[src/rtl/sci_tx_ser.sv]
// SCI serial transmit stage: 10-bit symbols in via valid/ready, LSB-first bit stream
// out at clk/CLK_DIV, with comma triplets at start-up, when idle and every SYNC_INTERVAL words.
module sci_tx_ser #(
  parameter int unsigned CLK_DIV       = 4,
  parameter logic [9:0]  COMMA_A       = 10'b1010000011,
  parameter logic [9:0]  COMMA_B       = 10'b0101111100,
  parameter int unsigned SYNC_INTERVAL = 64
) (
  input  logic       clk,
  input  logic       rst,
  input  logic [9:0] din,
  input  logic       din_valid,
  output logic       din_ready,
  output logic       LVDS,
  output logic       sync_active,
  output logic       word_done
);

  localparam int unsigned WORD_W = 10;
  localparam int unsigned DIV_W  = (CLK_DIV > 1) ? $clog2(CLK_DIV) : 1;
  localparam int unsigned BIT_W  = 4;
  localparam int unsigned SEL_W  = 2;
  localparam int unsigned SCNT_W = $clog2(SYNC_INTERVAL + 1);

  localparam logic [DIV_W-1:0]  DIV_LAST = DIV_W'(CLK_DIV - 1);
  localparam logic [DIV_W-1:0]  DIV_PRE  = DIV_W'(CLK_DIV - 2);
  localparam logic [BIT_W-1:0]  BIT_LAST = BIT_W'(WORD_W - 1);
  localparam logic [SEL_W-1:0]  SEL_LAST = SEL_W'(2);
  localparam logic [SCNT_W-1:0] SYNC_MAX = SCNT_W'(SYNC_INTERVAL);

  typedef enum logic {
    ST_SYNC = 1'b0,
    ST_DATA = 1'b1
  } state_t;

  state_t              state, state_nx;
  logic [DIV_W-1:0]    div_cnt, div_cnt_nx;
  logic [BIT_W-1:0]    bit_cnt, bit_cnt_nx;
  logic [SEL_W-1:0]    word_sel, word_sel_nx;
  logic [SCNT_W-1:0]   sync_cnt, sync_cnt_nx;
  logic [WORD_W-1:0]   shift_reg, shift_nx;
  logic [WORD_W-1:0]   hold_reg, hold_nx;
  logic                hold_full, hold_full_nx;
  logic                din_ready_nx;
  logic                word_done_nx;
  logic                boundary_c;
  logic                pre_boundary_c;
  logic                accept_c;
  logic                load_c;
  logic                will_load_c;
  logic                triplet_busy_c;

  // Next-state, word selection at boundaries and handshake prediction
  always_comb begin
    state_nx       = state;
    word_sel_nx    = word_sel;
    sync_cnt_nx    = sync_cnt;
    shift_nx       = shift_reg;
    hold_nx        = hold_reg;
    load_c         = 1'b0;
    div_cnt_nx     = div_cnt;
    bit_cnt_nx     = bit_cnt;

    boundary_c     = (bit_cnt == BIT_LAST) && (div_cnt == DIV_LAST);
    pre_boundary_c = (bit_cnt == BIT_LAST) && (div_cnt == DIV_PRE);
    accept_c       = din_valid && din_ready;
    triplet_busy_c = (state == ST_SYNC) && (word_sel < SEL_LAST);

    if (div_cnt == DIV_LAST) begin
      div_cnt_nx = '0;
      bit_cnt_nx = (bit_cnt == BIT_LAST) ? '0 : bit_cnt + BIT_W'(1);
    end else begin
      div_cnt_nx = div_cnt + DIV_W'(1);
    end

    if (boundary_c) begin
      if (triplet_busy_c) begin
        word_sel_nx = word_sel + SEL_W'(1);
        shift_nx    = (word_sel == '0) ? COMMA_B : COMMA_A;
      end else if (sync_cnt == SYNC_MAX) begin
        state_nx    = ST_SYNC;
        word_sel_nx = '0;
        sync_cnt_nx = '0;
        shift_nx    = COMMA_A;
      end else if (hold_full) begin
        state_nx    = ST_DATA;
        shift_nx    = hold_reg;
        sync_cnt_nx = sync_cnt + SCNT_W'(1);
        load_c      = 1'b1;
      end else begin
        state_nx    = ST_SYNC;
        word_sel_nx = '0;
        shift_nx    = COMMA_A;
      end
    end

    if (accept_c) begin
      hold_nx = din;
    end
    hold_full_nx = (hold_full && !load_c) || accept_c;

    // Open the handshake in the boundary cycle whenever the held word leaves then,
    // so a new symbol can slip in on the same edge and the line stays gap-free.
    will_load_c  = pre_boundary_c && hold_full_nx && !triplet_busy_c && (sync_cnt != SYNC_MAX);
    din_ready_nx = !hold_full_nx || will_load_c;
    word_done_nx = pre_boundary_c;
  end

  // Serializer state register; resets into the first comma word so start-up is a triplet
  always_ff @(posedge clk or posedge rst) begin
    if (rst) begin
      state <= ST_SYNC;
    end else begin
      state <= state_nx;
    end
  end

  // Counters, holding register and registered outputs
  always_ff @(posedge clk or posedge rst) begin
    if (rst) begin
      div_cnt     <= '0;
      bit_cnt     <= '0;
      word_sel    <= '0;
      sync_cnt    <= '0;
      shift_reg   <= COMMA_A;
      hold_reg    <= '0;
      hold_full   <= 1'b0;
      din_ready   <= 1'b0;
      LVDS        <= 1'b0;
      sync_active <= 1'b0;
      word_done   <= 1'b0;
    end else begin
      div_cnt     <= div_cnt_nx;
      bit_cnt     <= bit_cnt_nx;
      word_sel    <= word_sel_nx;
      sync_cnt    <= sync_cnt_nx;
      shift_reg   <= shift_nx;
      hold_reg    <= hold_nx;
      hold_full   <= hold_full_nx;
      din_ready   <= din_ready_nx;
      LVDS        <= shift_reg[bit_cnt];
      sync_active <= (state == ST_SYNC);
      word_done   <= word_done_nx;
    end
  end

endmodule

[config.mk]
export PLATFORM = sky130hd
export DESIGN_NAME = sci_tx_ser
export DESIGN_NICKNAME = d
export VERILOG_FILES = /design/src/rtl/sci_tx_ser.sv
export SDC_FILE = /design/constraint.sdc
export NUM_CORES = 1
export LEC_CHECK = 0
export CORE_MARGIN = 3
export CORE_UTILIZATION = 64
export CTS_BUF_LIST = sky130_fd_sc_hd__clkbuf_8
export CTS_CLUSTER_SIZE = 25
export DETAILED_ROUTE_END_ITERATION = 7
export MAX_ROUTING_LAYER = met4
export PLACE_DENSITY_LB_ADDON = 0.3
export SLEW_MARGIN = 0
export SYNTH_ARGS = -nofsm -noshare
export SYNTH_HDL_FRONTEND = slang
export SYNTH_SLANG_ARGS = --single-unit
[constraint.sdc]
create_clock -name clk -period 2.6 [get_ports clk]
set_input_delay 0.39 -clock clk [delete_from_list [all_inputs] [get_ports clk]]
set_output_delay 0.39 -clock clk [all_outputs]
set_load 0.1 [all_outputs]
* After elaboration in Yosys (flattened, before gate mapping)
Cells that the tools add are included. W data, S select, Z words.
Word-level totals: register bits after elaboration 41, input port bits 13, output and inout bits 4, logic and storage cells 61
Operators by class: add/sub/neg operators 4, order comparisons 2, equality and inequality tests 6, muxes and demuxes 17, bitwise logic cells 2, reductions and logical operators 18
Operators with widths (number):
- $mux W10 | 4
- $mux W7 | 2
- $logic_and A1 B1 Y1 | 8
- $mux W2 | 4
- $add A7 B1 Y7 const B | 1
- $eq A7 B7 Y1 const B | 1
- $ne A7 B7 Y1 const B | 1
- $lt A4 B5 Y1 const B | 1
- $mux W1 | 5
- $add A2 B1 Y2 const B | 2
- $add A4 B1 Y4 const B | 1
- $bmux W1 S4 | 1
- $eq A2 B2 Y1 const B | 2
- $eq A4 B4 Y1 const B | 1
- $mux W4 | 1
- $reduce_and A2 Y1 | 2
- $logic_not A1 Y1 | 3
- $ne A3 B1 Y1 const B | 1
- $reduce_and A3 Y1 | 1
- $logic_not A2 Y1 | 1
- $logic_or A1 B1 Y1 | 2
- $lt A2 B2 Y1 const B | 1
- $not A1 Y1 | 2
- $reduce_bool A2 Y1 | 1

* Longest topological paths before layout
depth in word-level cells 11, mapped depth 6, depth with buffers taken out 6

* Least setup slack after synthesis
OpenSTA, ideal clock, no wires.
kind flip-flop to flip-flop, from register din_ready, to register hold_reg[1], setup time 125 ps, data arrival time 1668 ps, data required time 2475 ps, setup slack 807 ps, cell stages (with the launch flop) 4, buffers on the path 1, clock period less this slack 1793 ps, path through dfrtp_1 > nand2_1 > clkbuf_1 > mux2_2
On the way: cells in the longest elaborated chain, start to end 1
Ends and longest elaborated chain:
- start: declaration | line 13 | output logic din_ready,
- start signal: assignment | line 140 | din_ready <= din_ready_nx;
- $logic_and A1 B1 Y1 | line 66 | accept_c = din_valid && din_ready;
- end signal: assignment | line 138 | hold_reg <= hold_nx;
- end: declaration | line 42 | logic [WORD_W-1:0] hold_reg, hold_nx;
Every way passes these cells. A chain may end at the register's enable or synchronous reset.

* Worst setup path after layout
from register div_cnt[0], to register sync_cnt[0]
On the way: cells in the longest elaborated chain, start to end 3
Ends and longest elaborated chain:
- start: declaration | line 37 | logic [DIV_W-1:0] div_cnt, div_cnt_nx;
- start signal: assignment | line 133 | div_cnt <= div_cnt_nx;
- $eq A2 B2 Y1 | line 64 | boundary_c = (bit_cnt == BIT_LAST) && (div_cnt == DIV_LAST);
- $logic_and A1 B1 Y1 | line 64
- $reduce_and A3 Y1 (no source line)
- end signal: assignment | line 136 | sync_cnt <= sync_cnt_nx;
- end: declaration | line 40 | logic [SCNT_W-1:0] sync_cnt, sync_cnt_nx;
Every way passes these cells.

==> flow_summary.toml <==
[synth]
syn_nets = 180
netlist_instances = 162
synth_edf_count = 0
synth_ff_type = "dfrtp_1"
async_flop_share_pct = 100
netlist_area_sq_um = 1950
syn_avg_cell_area_sq_um = 12.0
ys_ff_latch = 41
ys_types = 45
ys_seq_area_share_pct = 52.8
synth_warnings = 0

[sta]
finalCritPeriodShare_pct = 64.4
drv_slew = 0
worst_pin_slew_ps = 491
slew_headroom_pct = 67.3
finalSetupViolCount = 0
timing.fmax_mhz = 598
fin_crit_ps = 1670
fin_skew_ps = 7.31
final.setup.tns_ps = 0
hold_viol_final = 0
finalWorstSetupSlack_ps = 926
rsz0062_at_grt = "no"

[drt]
dr.pass1.iters = 4
avgViaCountPerCell = 6.06
drt_iter0_drc = 87
num_vias = 1284
drc = 0
wl_per_cell_microns = 16.8
drt-total-wl_microns = 3560
ant_nets = 0

[final_layout]
nets = 198
most-common-layout-cells = "dfrtp_1 (37), nor2_1 (13), clkdlybuf4s50_1 (12)"
layout_commonest_cell = "dfrtp_1"
syn_to_final_growth_pct = 12.2
final_layout_size_suffix_gt1_share_pct = 23.8
n_antenna_cell = 0
final_core_util_pct = 77.4

[floorplan]
initial_core_util_pct = 69.0
core-area_sq_um = 2830
dieArea_sq_um = 3750
dieWidth_microns = 61.2
ios = 17
rows = 19
die_h_microns = 61.2

[place]
portBuffers = 16
hpwl_microns = 2420
preCtsSetupSlack_ps = 911
place_congestion = 0.826

[critical_path]
startpoint = "div_cnt[0]"
crit_path_end_kind = "flip-flop"
cp.required_ps = 2780
crit_fanout = 7
arrival_ps = 1860
worst_r2r_path_depth = 5
r2r_start = "div_cnt[0]"
worst-setup-path-type = "flip-flop to flip-flop"
worstSetupStartpointType = "flip-flop"
r2r_end = "sync_cnt[0]"
rrSetupSlack_ps = 930

[run_status]
outcome = "complete, no violations"

[clock_network]
cts_tree = "yes"
cts_setup_buffers = 0
cts_root_buffer = "clkbuf_8"
ctsResizeCount = 0
cts.sinks = 41
cts.hold.buffers_added = 0
cts_buffers = 5
htreeDepth = 2
clk_latency_ps = 290
clock_path_buffers = 2
cts.clk_slew.worst_paths_ps = 80

[pwr]
leakage_nw = 1.02
irDropWorstVdd_uv = 465
powerDensity_nw_per_um2 = 493

[min_path]
hold_class = "flip-flop to flip-flop"
hold_depth = 1
holdPathEnd = "div_cnt[0]"
hold_start = "div_cnt[0]"

[grt]
grt_first_pass_wirelength_microns = 5780
track_usage_pct = 22.5
overflow = 0
first_global_vias = 1217
grt_antenna_before_repair = 0
grt_max_degree = 42

[job]
max_cap_viol_count = 0
## synth_stat cells (4+ instances only)
| cell type | instances | area [sq um] |
|---|---|---|
| nor2_1 | 13 | 48.8 |
| ha_1 | 5 | 62.6 |
| nand3_1 | 4 | 20.0 |
| o21ai_2 | 5 | 43.8 |
| dfstp_2 | 4 | 105 |
| mux2_2 | 11 | 124 |
| nand2_1 | 11 | 41.3 |
| o2bb2ai_1 | 6 | 52.6 |
| dfrtp_1 | 37 | 926 |
| inv_1 | 8 | 30.0 |
## per-layer routing
metal | global-route usage [%] | vias to the layer above | part of all wire (%)
met5 | - | - | 0
met4 | 12.7 | 0 | 2.1
met3 | 5.24 | 9 | 3.7
met2 | 35.3 | 35 | 51
met1 | 26.3 | 635 | 44
li1 | - | 605 | -
## worst max-delay path by stage
stage                     slack (ps)          end
after floorplan                  810  hold_reg[1]
after global placement           990  hold_reg[3]
after detailed placement         910  hold_reg[8]
after CTS                        970  sync_cnt[0]
after global routing             840  sync_cnt[0]
final                            930  sync_cnt[0]
## cell type report
cell class	instances	area (sq um)
sequential	41	1030
multi-input combinational	107	845
fill	179	639
timing repair buffer	17	158
clock buffer	5	68.8
tap	31	38.8
inverter	8	30.0
clock inverter	3	18.8
## worst max-delay path: stages (launching register included)
cell and delay [ps]:
dfrtp_1 380, ha_1 390, o21ai_1 170, nor2_2 240
nand2b_1 110, mux2_2 270
## through the flow
stage	cell area (sq um)	power (W)	std cells	hold WS, ps
after CTS	2190	0.00108	212	466
after global routing	2190	0.00113	212	479
after detailed placement	2100	0.000682	204	449
after floorplan	1950	0.000659	162	424
final	2190	0.00108	212	472
after global placement	2100	0.000680	204	435
## power breakdown
group,internal (W),switching (W),total [W]
logic,0.0000168,0.0000145,0.0000314
clock network,0.000185,0.000225,0.000411
registers,0.000637,0,0.000637
## kinds of logic (layout without fill, tap and decap cells)
group                      count (synthesis)  after routing  share of synthesized area [%]
adders and majority gates                  5              5                           3.21
DFF                                       41             41                           52.8
xor gates and xnor gates                   5              5                           2.24
and+or+nand+nor                           50             50                           15.1
AOI/OAI and AO/OA                         31             31                           12.4
muxes                                     16             16                           10.4
buffers and inverters                     14             33                           3.91
No activity file was read; power rests on OpenSTA's default activity.
